File: config.mk
export PLATFORM = sky130hd
export DESIGN_NAME = demux3_bank
export DESIGN_NICKNAME = d
export VERILOG_FILES = /design/src/rtl/demux3_bank.sv
export SDC_FILE = /design/constraint.sdc
export NUM_CORES = 1
export LEC_CHECK = 0
export BUFFER_PORTS_ARGS = -buffer_cell sky130_fd_sc_hd__buf_4
export CORE_ASPECT_RATIO = 0.6
export CORE_MARGIN = 2
export CORE_UTILIZATION = 40
export DETAILED_ROUTE_END_ITERATION = 8
export HOLD_SLACK_MARGIN = 0.1
export PLACE_DENSITY = 0.62
export SYNTH_ARGS = -nofsm -noshare
export SYNTH_HDL_FRONTEND = slang
export SYNTH_SLANG_ARGS = --single-unit
File: constraint.sdc
create_clock -name clk -period 2.9 [get_ports clk]
set_clock_uncertainty 0.05 [all_clocks]
set_input_delay 0.58 -clock clk [delete_from_list [all_inputs] [get_ports clk]]
set_output_delay 0.58 -clock clk [all_outputs]
set_load 0.03 [all_outputs]
File: src/rtl/demux3_bank.sv
// ----------------------------------------------------------------------------
// demux3_bank
//
// Eight-lane registered demultiplexer bank with single-lane writes and an
// eight-cycle broadcast sequencer.
//
// A single write (wr) loads one lane chosen by `control`. A broadcast (bcast)
// captures the input word into a hold register. The block then writes that
// word into lanes 0..7, one lane per cycle. Each lane has a valid flag that
// the consumer clears with its ack bit. Protocol violations set a sticky err
// flag, which only reset clears. Violations are overruns, requests while
// busy, and wr together with bcast.
//
// Ports
//   clk      : clock, all state changes on its rising edge
//   reset    : synchronous, active-high reset
//   in       : write data (WIDTH)
//   control  : target lane for single writes (3)
//   wr       : single-lane write request
//   bcast    : broadcast start request
//   ack      : per-lane consume strobe (8)
//   o0..o7   : registered lane data (WIDTH each)
//   valid    : per-lane data-present flags (8)
//   busy     : high while a broadcast is in progress
//   err      : sticky protocol-error flag
// ----------------------------------------------------------------------------
module demux3_bank #(
   parameter int WIDTH = 16
) (
   input  logic             clk,
   input  logic             reset,
   input  logic [WIDTH-1:0] in,
   input  logic [2:0]       control,
   input  logic             wr,
   input  logic             bcast,
   input  logic [7:0]       ack,
   output logic [WIDTH-1:0] o0,
   output logic [WIDTH-1:0] o1,
   output logic [WIDTH-1:0] o2,
   output logic [WIDTH-1:0] o3,
   output logic [WIDTH-1:0] o4,
   output logic [WIDTH-1:0] o5,
   output logic [WIDTH-1:0] o6,
   output logic [WIDTH-1:0] o7,
   output logic [7:0]       valid,
   output logic             busy,
   output logic             err
);

   typedef enum logic {
      IDLE  = 1'b0,
      BCAST = 1'b1
   } state_t;

   state_t           state_q, state_d;
   logic [2:0]       cnt_q, cnt_d;
   logic [WIDTH-1:0] hold_q, hold_d;
   logic [7:0]       valid_q, valid_d;
   logic             err_q, err_d;
   logic [WIDTH-1:0] lane_q [8];

   logic [7:0]       we;         // one-hot lane write strobe for this edge
   logic [WIDTH-1:0] wdata;      // word written into the strobed lane
   logic             proto_err;  // request arrived when it must be refused
   logic             overrun;    // write landed on unconsumed data

   // Next-state and lane write selection
   always_comb begin
      state_d   = state_q;
      cnt_d     = cnt_q;
      hold_d    = hold_q;
      we        = 8'h00;
      wdata     = in;
      proto_err = 1'b0;

      case (state_q)
         IDLE: begin
            if (bcast) begin
               // bcast wins; a simultaneous wr is dropped and flagged
               hold_d    = in;
               cnt_d     = 3'd0;
               state_d   = BCAST;
               proto_err = wr;
            end else if (wr) begin
               we = 8'h01 << control;
            end
         end
         BCAST: begin
            wdata     = hold_q;
            we        = 8'h01 << cnt_q;
            cnt_d     = cnt_q + 3'd1;   // wraps to 0 after lane 7
            proto_err = wr | bcast;
            if (cnt_q == 3'd7) begin
               state_d = IDLE;
            end
         end
         default: begin
            state_d = IDLE;
         end
      endcase
   end

   // A write coinciding with ack on the same lane is a clean hand-over, not
   // an overrun. Write takes priority over ack for the resulting valid bit.
   always_comb begin
      overrun = |(we & valid_q & ~ack);
      valid_d = (valid_q & ~ack) | we;
      err_d   = err_q | proto_err | overrun;
   end

   always_ff @(posedge clk) begin
      if (reset) begin
         state_q <= IDLE;
         cnt_q   <= 3'd0;
         hold_q  <= '0;
         valid_q <= 8'h00;
         err_q   <= 1'b0;
      end else begin
         state_q <= state_d;
         cnt_q   <= cnt_d;
         hold_q  <= hold_d;
         valid_q <= valid_d;
         err_q   <= err_d;
      end
   end

   // Lane data registers
   generate
      for (genvar gi = 0; gi < 8; gi++) begin : g_lane
         always_ff @(posedge clk) begin
            if (reset) begin
               lane_q[gi] <= '0;
            end else if (we[gi]) begin
               lane_q[gi] <= wdata;
            end
         end
      end
   endgenerate

   assign o0    = lane_q[0];
   assign o1    = lane_q[1];
   assign o2    = lane_q[2];
   assign o3    = lane_q[3];
   assign o4    = lane_q[4];
   assign o5    = lane_q[5];
   assign o6    = lane_q[6];
   assign o7    = lane_q[7];
   assign valid = valid_q;
   assign busy  = (state_q == BCAST);
   assign err   = err_q;

endmodule

# Word level (Yosys, flattened, before mapping)
# Memories as Yosys holds them, arrays and structs flattened.
# Cells that the tools add are included.
totals:
  ram_bits: 128
  memories: 1
  latchBits: 0
  rom_bits: 0
  regBits: 29
  input_bits: 31
classes:
  n_reduce_logical: 2
  div: 0
  magnitude_cmp: 0
  shifts: 2
  eq_ne: 2
  n_mul: 0
  addsub: 1
  n_bitwise: 17
  n_mux: 45
memory_table:
  columns: ["name", "words", "word_bits", "rd", "rd_clocked_by_memory_dff", "write_ports", "line_no", "text"]
  rows:
  - ["lane_q", 8, 16, 8, 0, 8, "60", "logic [WIDTH-1:0] lane_q [8];"]
ops:
  columns: ["operator", "count"]
  rows:
  - ["$mux W16", 9]
  - ["$mux W1", 29]
  - ["$and A8 B8 Y8", 3]
  - ["$mux W8", 2]
  - ["$pmux W8 S2", 1]
  - ["$shl A1 B3 Y8 const A", 2]
  - ["$or A1 B1 Y1", 11]
  - ["$not A8 Y8", 1]
  - ["$or A8 B8 Y8", 1]
  - ["$reduce_or A8 Y1", 1]
  - ["$pmux W3 S2", 1]
  - ["$pmux W1 S2", 2]
  - ["$add A3 B1 Y3 const B", 1]
  - ["$eq A3 B3 Y1 const B", 1]
  - ["$mux W3", 1]
  - ["$ne A2 B2 Y1 const B", 1]
  - ["$reduce_and A2 Y1", 1]
  - ["$not A1 Y1", 1]

# Depth between registers and ports, before layout
depth:
  ltp_word: 8
  mapped_depth: 8

# Least setup slack after synthesis
# Ideal clock, no wire load.
synth_timing:
  kind: "input port to flip-flop"
  start: "in reset"
  end: "mem lane_q[4][0] (netlist: lane_q[1][0]) (enable)"
  path_buffers: 2
  setup_ns: 0.375
  arrival_ns: 1.522
  cell_stages: 3
  path_slack_ns: 0.953
  required_ns: 2.475
  path_cell_list: "clkbuf_1 > clkbuf_1 > nand2b_1"
synth_lines:
  columns: ["item", "line_no", "text"]
  rows:
  - ["start: declaration", "31", "input logic reset,"]
  - ["end: declaration", "60", null]

==> flow_summary.toml <==
[outcome]
run_status = "completed"

[synthesis]
synth.yosys.seq_area_share_pct = 71.03
post_synthesis_instance_area_um2 = 6228
yosysWarningCount = 0
synth_cell_type_count = 43
synthesis.instances = 472
synth_area_per_cell_um2 = 13.20
total_nets_after_synthesis = 509
synth.ff_latch_count = 157

[setup_path]
criticalPathCategory = "flip-flop to flip-flop"
worstSetupStartpointType = "flip-flop"
cp_slowest_stage_delay_ns = 0.73
critPathSlowestCell = "sky130_fd_sc_hd__mux2i_2"
worstPathArrival_ns = 2.30
sequence_of_cells_on_the_critical_path = "buf_4 -> mux2i_2 -> nor2_1"
critPathCaptureType = "flip-flop"
timing.critical_path.required_ns = 2.98
worstPathMaxFanout = 24

[clock_tree]
clock_sink_count = 157
cts_tree = "done"
numCtsBuffers = 17
cts.path.max_buffers = 2
clkLatencyLatePin_ns = 0.41
path_clk_slew_ns = 0.07
cts_repair_resize_count = 0
cts_post_setup_buffers_inserted = 0
htree_num_levels = 4
cts.hold.buffers_added = 0
clockRootBuffer = "sky130_fd_sc_hd__clkbuf_16"

[detailed_routing]
number_of_detailed_routing_iterations_run_before_antenna_repair = 7
vias = 4238
drt.antenna.violating_nets = 0
routed_via_density = 4.934
postRouteWirelength_um = 15960
remaining_drc_errors = 0
drt-initial-drc-count = 373
routedWlPerCell_um = 18.57

[power]
totalPowerFinal_mw = 5.497
power.leakage_nw = 3.324
power_density_normalized_to_cell_area_nw_per_um2 = 669.8
vdd.ir_drop.worst_mv = 0.3213

[placed_design]
dpl_cell_area_um2 = 7621
buffer_ports.inserted = 168
dp_slack_ns = 0.6426
place_congestion = 0.8683
hpwlAfterDp_um = 11420

[global_routing]
globalRoute.totalOverflow = 0
grt_max_degree = 46
antenna_violations_before_repair = 0
met2_usage_pct = 27.47
most_used_routing_layer_in_global_routing = "met1"
met1_usage_pct = 29.58
global_route_wire_length_before_repair_um = 23600
grt_util_met3_pct = 5.142
grt_pass1_vias = 4135
global_route.usage.total_pct = 19.57

[timing]
postLayoutSetupSlackWorst_ns = 0.6830
setup-tns-final_ns = 0
grt_setup_unrepaired = "false"
slew-limit-headroom_pct = 23.35
report.final.setup_viol = 0
timing.final.crit_period_ns = 2.217
drv_slew = 0
finalHoldViolations = 0
finalCritPeriodShare_pct = 76.45
achievable-frequency_ghz = 0.4511
worstMarginPinSlew_ns = 1.147

[worst_hold_path]
timing.hold.worst.class = "primary input to flip-flop"

[die]
floorplan.initialDensity_pct = 40.75
die-height_um = 100.7
fp.dieArea_um2 = 16620
core_area_um2 = 15280
boundaryPins = 169
num_rows = 35
floorplan.die.width_um = 165.1

[final_layout]
antenna_cells = 0
fraction_of_final_layout_cells_with_drive_strength_greater_than_1_pct = 39.33
mostFrequentLayoutCell = "sky130_fd_sc_hd__buf_4"
area_growth_syn_to_layout_pct = 31.78
post-route-cell-area_um2 = 8208
num-fill-cells = 1277
nNetsFinal = 680
fin_util_pct = 53.70
commonest_cells_after_routing_fill_and_taps_aside = "181 x sky130_fd_sc_hd__buf_4, 128 x sky130_fd_sc_hd__edfxtp_1, 114 x sky130_fd_sc_hd__nor2_1, 35 x sky130_fd_sc_hd__nand2_1, 28 x sky130_fd_sc_hd__dfxtp_1"

[job]
cap_viol_max_count = 0
critical path, delay by kind of cell, from the launching register on:
| kind | cells | cell delay (ns) |
|---|---|---|
| buf+inv | 1 | 0.41 |
| simple gates | 1 | 0.13 |
| mux | 1 | 0.73 |
| flops | 1 | 0.59 |
per-stage QoR:
stage          hold slack, ns  cells
6_report               0.3693    859
5_1_grt                0.3707    859
4_1_cts                0.3588    859
3_5_place_dp           0.3961    827
3_3_place_gp           0.3908    827
2_1_floorplan          0.3860    472
synth_stat cells, drive strengths merged:
library cell / count / area [um^2]
o21ba: 3 / 30.03
a32oi: 3 / 26.28
ha: 6 / 75.07
inv: 7 / 26.28
nor2: 134 / 553.0
o31a: 1 / 8.760
or3b: 2 / 22.52
clkbuf: 7 / 28.78
nor3b: 1 / 12.51
edfxtp: 128 / 3844
o2bb2ai: 1 / 15.01
nand3b: 4 / 30.03
nand2: 35 / 131.4
a22o: 1 / 8.760
and2b: 1 / 7.510
nor2b: 4 / 25.02
nor3: 5 / 25.02
a21oi: 25 / 125.1
dfxtp: 29 / 580.6
a41oi: 1 / 8.760
buf: 22 / 192.7
nor4: 1 / 6.260
and3b: 1 / 8.760
or2: 8 / 50.05
nand3: 1 / 5.000
a2111oi: 1 / 10.01
and4b: 1 / 10.01
and3: 1 / 6.260
a31o: 1 / 8.760
nand2b: 14 / 87.58
mux2i: 16 / 190.2
o21a: 2 / 15.01
nor4bb: 1 / 10.01
a32o: 1 / 10.01
o21ai: 3 / 33.79
flip-flops by register name (all words and copies together), names as in the netlist:
name    count
err         1
busy        1
lane_q    128
valid       8
hold_q     16
cnt_q       3
layer usage:
metal	share of wire [%]	vias up
li1	-	1970
met1	47	2046
met2	42	203
met3	10	19
met4	1.6	0
met5	0	-
logic make-up (layout without fill, tap and decap cells):
logic type	Yosys count	in the layout	share of synthesized area, %
and+or+nand+nor	214	214	15.91
muxes	16	16	3.054
AOI/OAI and AO/OA	43	43	4.821
DFF	157	157	71.03
adders and majority gates	6	6	1.205
buffers and inverters	36	220	3.978
where the power goes:
part	leakage, nW	switching (mW)	internal [mW]
clock network	0.274	0.934	1.29
logic	1.48	0.449	0.221
registers	1.57	0.0592	2.55
total	3.32	1.44	4.06
path summary, 6_finish.rpt:
check | startpoint | end | slack [ns] | cells past startpoint
worst max-delay path | busy | lane_q[1][26] | 0.68 | 3
worst min-delay path | in[14] | hold_q[14] | 0.37 | 3
worst max register to register | busy | lane_q[1][26] | 0.68 | 3
worst min register to register | hold_q[2] | hold_q[2] | 0.41 | 2
cell type report:
class	instances	area, um^2	area share [%]
Clock buffer	18	429.2	5.229
Inverter	7	26.28	0.3201
Sequential cell	157	4425	53.92
Clock inverter	14	157.7	1.921
Tap cell	203	254.0	3.095
Multi-Input combinational cell	279	1556	18.96
Timing Repair Buffer	181	1359	16.55
Note: power is estimated with default switching activity, not from simulation.
